`config.mk`:
```
export PLATFORM = sky130hd
export DESIGN_NAME = mem_port_arbiter
export DESIGN_NICKNAME = d
export VERILOG_FILES = /design/src/rtl/mem_port_arbiter.sv
export SDC_FILE = /design/constraint.sdc
export NUM_CORES = 1
export LEC_CHECK = 0
export CORE_MARGIN = 3
export CORE_UTILIZATION = 38
export CTS_CLUSTER_SIZE = 24
export DETAILED_ROUTE_END_ITERATION = 10
export PLACE_DENSITY = 0.87
export RECOVER_POWER = 50
export SYNTH_ARGS = -nofsm -noshare
export SYNTH_HDL_FRONTEND = slang
export SYNTH_SLANG_ARGS = --single-unit
```
`constraint.sdc`:
```
create_clock -name clk -period 7.35 [get_ports clk]
set_input_delay 0.735 -clock clk [delete_from_list [all_inputs] [get_ports clk]]
set_output_delay 0.735 -clock clk [all_outputs]
set_load 0.02 [all_outputs]
```
`src/rtl/mem_port_arbiter.sv`:
```
// Arbiter/sequencer for the memory port shared by instruction fetch and data access.
// Data wins a tie unless it won the previous grant; aborted fetches drain without a ready.
module mem_port_arbiter #(
  parameter int ADDR_W  = 32,
  parameter int DATA_W  = 32,
  parameter int TIMEOUT = 255
) (
  input  logic                clk,
  input  logic                rst,
  input  logic                if_req,
  input  logic [ADDR_W-1:0]   if_addr,
  input  logic                if_abort,
  output logic                if_ready,
  output logic [DATA_W-1:0]   if_rdata,
  input  logic                mem_req,
  input  logic                mem_we,
  input  logic [ADDR_W-1:0]   mem_addr,
  input  logic [DATA_W-1:0]   mem_wdata,
  input  logic [DATA_W/8-1:0] mem_be,
  output logic                mem_ready,
  output logic [DATA_W-1:0]   mem_rdata,
  output logic                stall_if,
  output logic                stall_mem,
  output logic                bus_valid,
  output logic                bus_we,
  output logic [ADDR_W-1:0]   bus_addr,
  output logic [DATA_W-1:0]   bus_wdata,
  output logic [DATA_W/8-1:0] bus_be,
  input  logic                bus_ack,
  input  logic [DATA_W-1:0]   bus_rdata,
  output logic                bus_err
);

  localparam int BE_W  = DATA_W / 8;
  localparam int CNT_W = (TIMEOUT < 2) ? 1 : $clog2(TIMEOUT);
  // The access is forced complete on the TIMEOUT-th waiting cycle, i.e. count TIMEOUT-1.
  localparam logic [CNT_W-1:0] CNT_LAST = CNT_W'(TIMEOUT - 1);

  typedef enum logic [1:0] {
    S_IDLE   = 2'd0,
    S_D_ACC  = 2'd1,
    S_I_ACC  = 2'd2,
    S_I_DROP = 2'd3
  } state_e;

  state_e              state_q, state_d;
  logic                last_data_q, last_data_d;
  logic [CNT_W-1:0]    cnt_q, cnt_d;
  logic                bus_valid_q, bus_valid_d;
  logic                bus_we_q, bus_we_d;
  logic [ADDR_W-1:0]   bus_addr_q, bus_addr_d;
  logic [DATA_W-1:0]   bus_wdata_q, bus_wdata_d;
  logic [BE_W-1:0]     bus_be_q, bus_be_d;
  logic                bus_err_q, bus_err_d;

  logic busy_s, timeout_s, done_s, grant_d_s, grant_i_s;
  logic if_ready_s, mem_ready_s;

  assign busy_s    = (state_q != S_IDLE);
  assign timeout_s = busy_s && !bus_ack && (cnt_q == CNT_LAST);
  assign done_s    = busy_s && (bus_ack || timeout_s);
  assign grant_d_s = mem_req && (!if_req || !last_data_q);
  assign grant_i_s = if_req && !grant_d_s;

  // State and bus payload registers
  always_ff @(posedge clk or posedge rst) begin
    if (rst) begin
      state_q     <= S_IDLE;
      last_data_q <= 1'b0;
      cnt_q       <= {CNT_W{1'b0}};
      bus_valid_q <= 1'b0;
      bus_we_q    <= 1'b0;
      bus_addr_q  <= {ADDR_W{1'b0}};
      bus_wdata_q <= {DATA_W{1'b0}};
      bus_be_q    <= {BE_W{1'b0}};
      bus_err_q   <= 1'b0;
    end else begin
      state_q     <= state_d;
      last_data_q <= last_data_d;
      cnt_q       <= cnt_d;
      bus_valid_q <= bus_valid_d;
      bus_we_q    <= bus_we_d;
      bus_addr_q  <= bus_addr_d;
      bus_wdata_q <= bus_wdata_d;
      bus_be_q    <= bus_be_d;
      bus_err_q   <= bus_err_d;
    end
  end

  // Next state, grant and payload capture
  always_comb begin
    state_d     = state_q;
    last_data_d = last_data_q;
    cnt_d       = cnt_q;
    bus_valid_d = bus_valid_q;
    bus_we_d    = bus_we_q;
    bus_addr_d  = bus_addr_q;
    bus_wdata_d = bus_wdata_q;
    bus_be_d    = bus_be_q;
    bus_err_d   = timeout_s;
    case (state_q)
      S_IDLE: begin
        if (grant_d_s) begin
          state_d     = S_D_ACC;
          last_data_d = 1'b1;
          cnt_d       = {CNT_W{1'b0}};
          bus_valid_d = 1'b1;
          bus_we_d    = mem_we;
          bus_addr_d  = mem_addr;
          bus_wdata_d = mem_wdata;
          bus_be_d    = mem_be;
        end else if (grant_i_s) begin
          state_d     = S_I_ACC;
          last_data_d = 1'b0;
          cnt_d       = {CNT_W{1'b0}};
          bus_valid_d = 1'b1;
          bus_we_d    = 1'b0;
          bus_addr_d  = if_addr;
          bus_wdata_d = {DATA_W{1'b0}};
          bus_be_d    = {BE_W{1'b1}};
        end else begin
          state_d = S_IDLE;
        end
      end
      S_D_ACC, S_I_DROP: begin
        if (done_s) begin
          state_d     = S_IDLE;
          cnt_d       = {CNT_W{1'b0}};
          bus_valid_d = 1'b0;
        end else begin
          cnt_d = cnt_q + CNT_W'(1);
        end
      end
      S_I_ACC: begin
        if (done_s) begin
          state_d     = S_IDLE;
          cnt_d       = {CNT_W{1'b0}};
          bus_valid_d = 1'b0;
        end else if (if_abort) begin
          // The request is already on the bus and cannot be retracted, so drain it.
          state_d = S_I_DROP;
          cnt_d   = cnt_q + CNT_W'(1);
        end else begin
          cnt_d = cnt_q + CNT_W'(1);
        end
      end
      default: begin
        state_d     = S_IDLE;
        bus_valid_d = 1'b0;
      end
    endcase
  end

  // Completion strobes, read data and stall requests
  always_comb begin
    mem_ready_s = (state_q == S_D_ACC) && done_s;
    if_ready_s  = (state_q == S_I_ACC) && done_s && !if_abort;
    if (mem_ready_s && bus_ack) begin
      mem_rdata = bus_rdata;
    end else begin
      mem_rdata = {DATA_W{1'b0}};
    end
    if (if_ready_s && bus_ack) begin
      if_rdata = bus_rdata;
    end else begin
      if_rdata = {DATA_W{1'b0}};
    end
    mem_ready = mem_ready_s;
    if_ready  = if_ready_s;
    stall_if  = if_req && !if_ready_s;
    stall_mem = mem_req && !mem_ready_s;
  end

  assign bus_valid = bus_valid_q;
  assign bus_we    = bus_we_q;
  assign bus_addr  = bus_addr_q;
  assign bus_wdata = bus_wdata_q;
  assign bus_be    = bus_be_q;
  assign bus_err   = bus_err_q;

endmodule

```
* Yosys cells after proc, flatten, opt, wreduce, memory -nomap -nowiden *
Index checks and enable logic that the tools add are counted.

word-level totals
  register bits = 82
  input bits = 139
  output and inout bits = 139
  word-level logic and storage cells = 72

cells by class
  add/sub/neg operators = 1
  equal/unequal tests = 8
  mux-type cells = 25
  reduce and logical (&&, ||, !) cells = 29

operators with widths
  kind                                                   count
  two-way mux 32 bit                                     6
  two-way mux 8 bit                                      3
  one-hot mux 8 bit (2 select lines)                     1
  logical AND 1 bit                                      12
  two-way mux 2 bit                                      5
  adder 8 x 1 -> 8 bit, second input constant            1
  equality test 8 bit, second input constant             1
  two-way mux 4 bit                                      2
  logical NOT 1 bit                                      7
  two-way mux 1 bit                                      6
  inequality test 3 bit, second input constant           2
  one-hot mux 2 bit (3 select lines)                     1
  AND reduction 2 bit                                    3
  equality test 2 bit, second input constant             2
  nonzero test 2 bit                                     2
  OR reduction 3 bit                                     1
  equality test 2 x 1 -> 1 bit, second input constant    1
  logical NOT 2 bit                                      1
  logical OR 1 bit                                       2
  inequality test 2 x 1 -> 1 bit, second input constant  1
  inequality test 2 bit, second input constant           1
  one-hot mux 1 bit (2 select lines)                     1
  OR reduction 2 bit                                     1

* Logic depth before layout (Yosys ltp) *
  word-level depth = 9
  depth in mapped cells = 6
  gate-level depth less buffers = 6

* Worst setup path before layout *
Ideal clock, no wire load.

  path type = reg2out
  start point = register cnt_q[0]
  end point = output stall_if
  arrival time = 2,065 ps
  data required time = 6,615 ps
  setup slack = 4,550 ps
  cell stages (with the launch flop) = 7
  path buffers = 0
  cells stage by stage = dfrtp_1 -> inv_1 -> ha_1 -> and3_1 -> a31oi_1 -> nor4b_1 -> nor2b_1

on the way
  cells in the longest elaborated chain, start to end = 8

RTL lines
  item                            line  text
  start, declared                 48    logic [CNT_W-1:0] cnt_q, cnt_d;
  start signal, assigned          70    cnt_q <= {CNT_W{1'b0}};
  start signal, assigned          80    cnt_q <= cnt_d;
  equality test 8 bit             60    assign timeout_s = busy_s && !bus_ack && (cnt_q == CNT_LAST);
  logical AND 1 bit               60
  logical OR 1 bit                61    assign done_s = busy_s && (bus_ack || timeout_s);
  logical AND 1 bit               61
  logical AND 1 bit (2 in a row)  157   if_ready_s = (state_q == S_I_ACC) && done_s && !if_abort;
  via if_ready                    13    output logic if_ready,
  logical NOT 1 bit               170   stall_if = if_req && !if_ready_s;
  logical AND 1 bit               170
  end, declared                   22    output logic stall_if,

The timed path passes the listed nets, and every way through them passes these cells.

* Final worst setup path *
  start point = input bus_ack
  end point = output mem_rdata[18]

on the way
  cells in the longest elaborated chain, start to end = 8

RTL lines
  item                            line  text
  start, declared                 29    input logic bus_ack,
  logical NOT 1 bit               60
  logical AND 1 bit (2 in a row)  60
  logical OR 1 bit                61
  logical AND 1 bit               61
  logical AND 1 bit               156   mem_ready_s = (state_q == S_D_ACC) && done_s;
  logical AND 1 bit (*)           158   if (mem_ready_s && bus_ack) begin
  two-way mux 32 bit (*)          158
  end, declared                   21    output logic [DATA_W-1:0] mem_rdata,

Every way passes the cells marked *; elsewhere a longest branch is shown, timed or not.

==> impl_metrics.env <==
export IMPL_status="complete, no violations"
export IMPL_clock_tree_htree_level_count=3
export IMPL_stdcell_area_um2=7030
export IMPL_p_sw_frac=0.386
export IMPL_yosysWarningCount=0
export IMPL_place_hpwl_um=11200
export IMPL_fp_row_count=36
export IMPL_post_route_util=0.713
export IMPL_p_per_area_nw_per_um2=329
export IMPL_crit_path_max_fanout=32
export IMPL_pre_cts_slack_ns=3.67
export IMPL_netlist_top_cell_by_area="sky130_fd_sc_hd__dfrtp_1"
export IMPL_worst_skew_pair_late_latency_ns=0.34
export IMPL_dr_total_vias=3855
export IMPL_synthesis_nets=509
export IMPL_synth_main_ff_cell="sky130_fd_sc_hd__dfrtp_1"
export IMPL_worst_ep_arrival_time_ns=2.93
export IMPL_critical_path_cell_chain="clkdlybuf4s50_1 > and3b_1 > and2_1 > clkdlybuf4s50_1"
export IMPL_relSlewSlack=0.170
export IMPL_postLayoutSetupSlackWorst_ns=3.68
export IMPL_detailroute_wirelength_met2_um=7740
export IMPL_floorplan_die_height_um=107
export IMPL_max_clk_rate_ghz=0.273
export IMPL_globalplace_congestion=0.849
export IMPL_number_of_instances_in_the_synthesized_netlist=368
export IMPL_synth_top_cells_by_area="sky130_fd_sc_hd__dfrtp_1 53%, sky130_fd_sc_hd__and2_1 11%, sky130_fd_sc_hd__mux2i_1 8.2%"
export IMPL_finalSetupTns_ns=0
export IMPL_share_of_the_synthesized_area_in_the_top_cell_type=0.526
export IMPL_synth_seq_cells=82
export IMPL_setup_reg_to_reg_worst_slack_ns=5.12
export IMPL_highest_layer="met4"
export IMPL_rsz0062_at_grt="false"
export IMPL_grt_overflow_total=0
export IMPL_count_of_instances_resized_after_the_clock_tree_is_built=0
export IMPL_layout_nets=775
export IMPL_met1_routed_length_um=4530
export IMPL_share_clk_of_total_power=0.187
export IMPL_final_hold_violation_count=0
export IMPL_route_met3_wl_um=1370
export IMPL_irDropWorstVdd_v=0.000191
export IMPL_grt_pass1_vias=4009
export IMPL_largest_net_degree_at_the_start_of_global_routing=99
export IMPL_avgViaCountPerCell=4.99
export IMPL_final_fill_count=718
export IMPL_synthesis_to_finish_area_growth_pct=80.4
export IMPL_postCtsSetupRepairBufs=0
export IMPL_finalWorstPathRequiredPeriod_ns=3.67
export IMPL_crit_path_top_delay_cell="sky130_fd_sc_hd__and3b_1"
export IMPL_floorplan_die_area_um2=11500
export IMPL_grt_antenna_before_repair=0
export IMPL_worst_pin_slew_ns=1.25
export IMPL_sequentialPowerShare=0.317
export IMPL_leakagePower_nw=3.06
export IMPL_ant_nets=0
export IMPL_synth_async_reset_ratio=1.00
export IMPL_timing_critical_path_slowest_cell_delay_ns=0.72
export IMPL_drtPass1Iterations=4
export IMPL_routed_wire_length_per_instance_um=18.1
export IMPL_post_synth_edffs=0
export IMPL_timing_max_cap_violations=0
export IMPL_global_route_wire_length_before_repair_um=21300
export IMPL_timing_final_setup_violations=0
export IMPL_p_switching_mw=0.895
export IMPL_cts_root_buf="sky130_fd_sc_hd__clkbuf_8"
export IMPL_combPwrFrac=0.495
export IMPL_tritoncts_num_buffers=9
export IMPL_syn_mean_instance_area_um2=10.6
export IMPL_post_route_drc_count=0
export IMPL_cts_path_max_buffers=2
export IMPL_endpoint_type_of_the_worst_setup_path="output pin"
export IMPL_intPower_mw=1.42
export IMPL_hold_bufs_inserted_after_cts=0
export IMPL_core_um2=9860
export IMPL_final_period_utilization=0.499
export IMPL_netlist_cell_type_count=38
export IMPL_start_util=0.395
export IMPL_timing_hold_worst_class="reg2reg"
export IMPL_pin_count=278
export IMPL_clock_sink_count=82
export IMPL_clock_skew_ns=0.00787
export IMPL_synth_most_common_cell="sky130_fd_sc_hd__dfrtp_1"
export IMPL_finalMaxSlewViolations=0
export IMPL_place_port_buffers=277
export IMPL_globalRouteTotalUtil=0.240
export IMPL_finalWirelength_um=14000
export IMPL_fp_dieW_um=107
export IMPL_drive_gt1_frac=0.0423
export IMPL_cts_tree="done"
export IMPL_detailed_place_area_um2=6760
export IMPL_endpoint_required_time_on_the_critical_path_ns=6.61
export IMPL_critPathMostFrequentCell="sky130_fd_sc_hd__clkdlybuf4s50_1"
export IMPL_critical_path_startpoint_type="input port"
export IMPL_yosysSeqAreaShare=0.526
export IMPL_mappedNetlistArea_um2=3900
export IMPL_post_synth_most_frequent_cells="82 x sky130_fd_sc_hd__dfrtp_1, 67 x sky130_fd_sc_hd__and2_1, 45 x sky130_fd_sc_hd__nand2_1"
export IMPL_drt_first_iter_violations=179
export IMPL_timing_setup_critical_path_class="in2out"
export IMPL_num_antenna_cells=0
export IMPL_worst_setup_hold_path_clk_slew_ns=0.07
[power by group through the flow]
stage	Combinational, mW	Sequential, mW	Clock (mW)
floorplan	0.419	0.931	0
global placement	1.18	0.733	0
detailed placement	1.21	0.747	0
CTS	1.21	0.742	0.441
global route	1.23	0.762	0.459
finish	1.15	0.735	0.434
[layout by cell type, fill, tap and decap left out]
cell | Yosys | layout
sky130_fd_sc_hd__clkdlybuf4s50_1 | 0 | 216
sky130_fd_sc_hd__dfrtp_1 | 82 | 82
sky130_fd_sc_hd__and2_1 | 67 | 67
sky130_fd_sc_hd__dlygate4sd3_1 | 0 | 61
sky130_fd_sc_hd__nand2_1 | 45 | 45
sky130_fd_sc_hd__o21ai_0 | 35 | 36
sky130_fd_sc_hd__a22o_1 | 33 | 33
sky130_fd_sc_hd__mux2i_1 | 32 | 32
sky130_fd_sc_hd__clkbuf_8 | 0 | 10
sky130_fd_sc_hd__a31oi_1 | 6 | 6
sky130_fd_sc_hd__o22a_1 | 6 | 6
sky130_fd_sc_hd__bufinv_16 | 0 | 4
sky130_fd_sc_hd__a21oi_1 | 3 | 3
sky130_fd_sc_hd__nor3_1 | 3 | 3
sky130_fd_sc_hd__buf_4 | 1 | 3
sky130_fd_sc_hd__nor2_1 | 2 | 2
sky130_fd_sc_hd__a31o_2 | 2 | 2
sky130_fd_sc_hd__a41oi_1 | 2 | 2
sky130_fd_sc_hd__inv_1 | 3 | 2
sky130_fd_sc_hd__nor2b_1 | 2 | 2
sky130_fd_sc_hd__ha_1 | 2 | 2
sky130_fd_sc_hd__clkinv_4 | 0 | 2
sky130_fd_sc_hd__nor2_2 | 1 | 1
sky130_fd_sc_hd__o21ai_4 | 0 | 1
sky130_fd_sc_hd__a21boi_4 | 0 | 1
sky130_fd_sc_hd__or2_2 | 1 | 1
sky130_fd_sc_hd__and4_1 | 1 | 1
sky130_fd_sc_hd__and3_1 | 1 | 1
sky130_fd_sc_hd__a211o_1 | 1 | 1
sky130_fd_sc_hd__a211oi_1 | 0 | 1
sky130_fd_sc_hd__nand2b_1 | 1 | 1
sky130_fd_sc_hd__or3_1 | 1 | 1
sky130_fd_sc_hd__a21o_1 | 1 | 1
sky130_fd_sc_hd__a311oi_1 | 1 | 1
sky130_fd_sc_hd__o31ai_1 | 1 | 1
sky130_fd_sc_hd__nor4b_1 | 1 | 1
sky130_fd_sc_hd__and4bb_2 | 1 | 1
sky130_fd_sc_hd__nor3b_1 | 1 | 1
sky130_fd_sc_hd__and3b_1 | 1 | 1
sky130_fd_sc_hd__clkinvlp_2 | 0 | 1
[state kept, by name (all words and copies together) (netlist names)]
| signal | cells |
|---|---|
| bus_addr | 32 |
| bus_wdata | 32 |
| cnt_q | 8 |
| bus_be | 4 |
| state_q | 2 |
| bus_err | 1 |
| bus_valid | 1 |
| bus_we | 1 |
| last_data_q | 1 |
[worst paths after layout]
path / start / end / depth (start not counted)
max in group asynchronous: rst / bus_be[0] / 3
min in group asynchronous: rst / bus_addr[20] / 3
hold reg to reg: bus_addr[21] / bus_addr[21] / 2
setup reg to reg: state_q[1] / bus_wdata[29] / 3
setup / recovery: bus_ack / mem_rdata[18] / 4
hold / removal: bus_addr[21] / bus_addr[21] / 2
[area by class of cell]
| cell class | instances | area [um^2] | area share |
|---|---|---|---|
| Multi-Input combinational cell | 258 | 1730 | 0.246 |
| Sequential cell | 82 | 2050 | 0.292 |
| Clock buffer | 10 | 138 | 0.0196 |
| Clock inverter | 6 | 138 | 0.0196 |
| Tap cell | 133 | 166 | 0.0237 |
| Inverter | 3 | 12.5 | 0.00178 |
| Timing Repair Buffer | 280 | 2800 | 0.398 |
[through the flow]
stage | instances | total power [mW] | hold WS (ns)
global route | 772 | 2.45 | 0.512
floorplan | 368 | 1.35 | 0.447
global placement | 756 | 1.91 | 0.460
finish | 772 | 2.32 | 0.480
detailed placement | 756 | 1.96 | 0.472
CTS | 772 | 2.40 | 0.491
[per-layer routing]
metal / vias up / track usage
li1: 1827 / -
met1: 1793 / 0.230
met2: 209 / 0.468
met3: 26 / 0.0828
met4: 0 / 0.0813
met5: - / 0
[worst max-delay path, delay by kind of cell]
| family | cells | cell delay (ns) |
|---|---|---|
| simple gates | 2 | 0.98 |
| buf+inv | 2 | 1.21 |
[kinds of logic after synthesis]
logic type | Yosys count | share of synthesized area
flops | 82 | 0.526
fa+ha+maj | 2 | 0.00642
simple gates | 129 | 0.180
buf+inv | 28 | 0.0331
mux | 32 | 0.0822
compound gates | 95 | 0.172
Power figures use the tool's default switching activity.
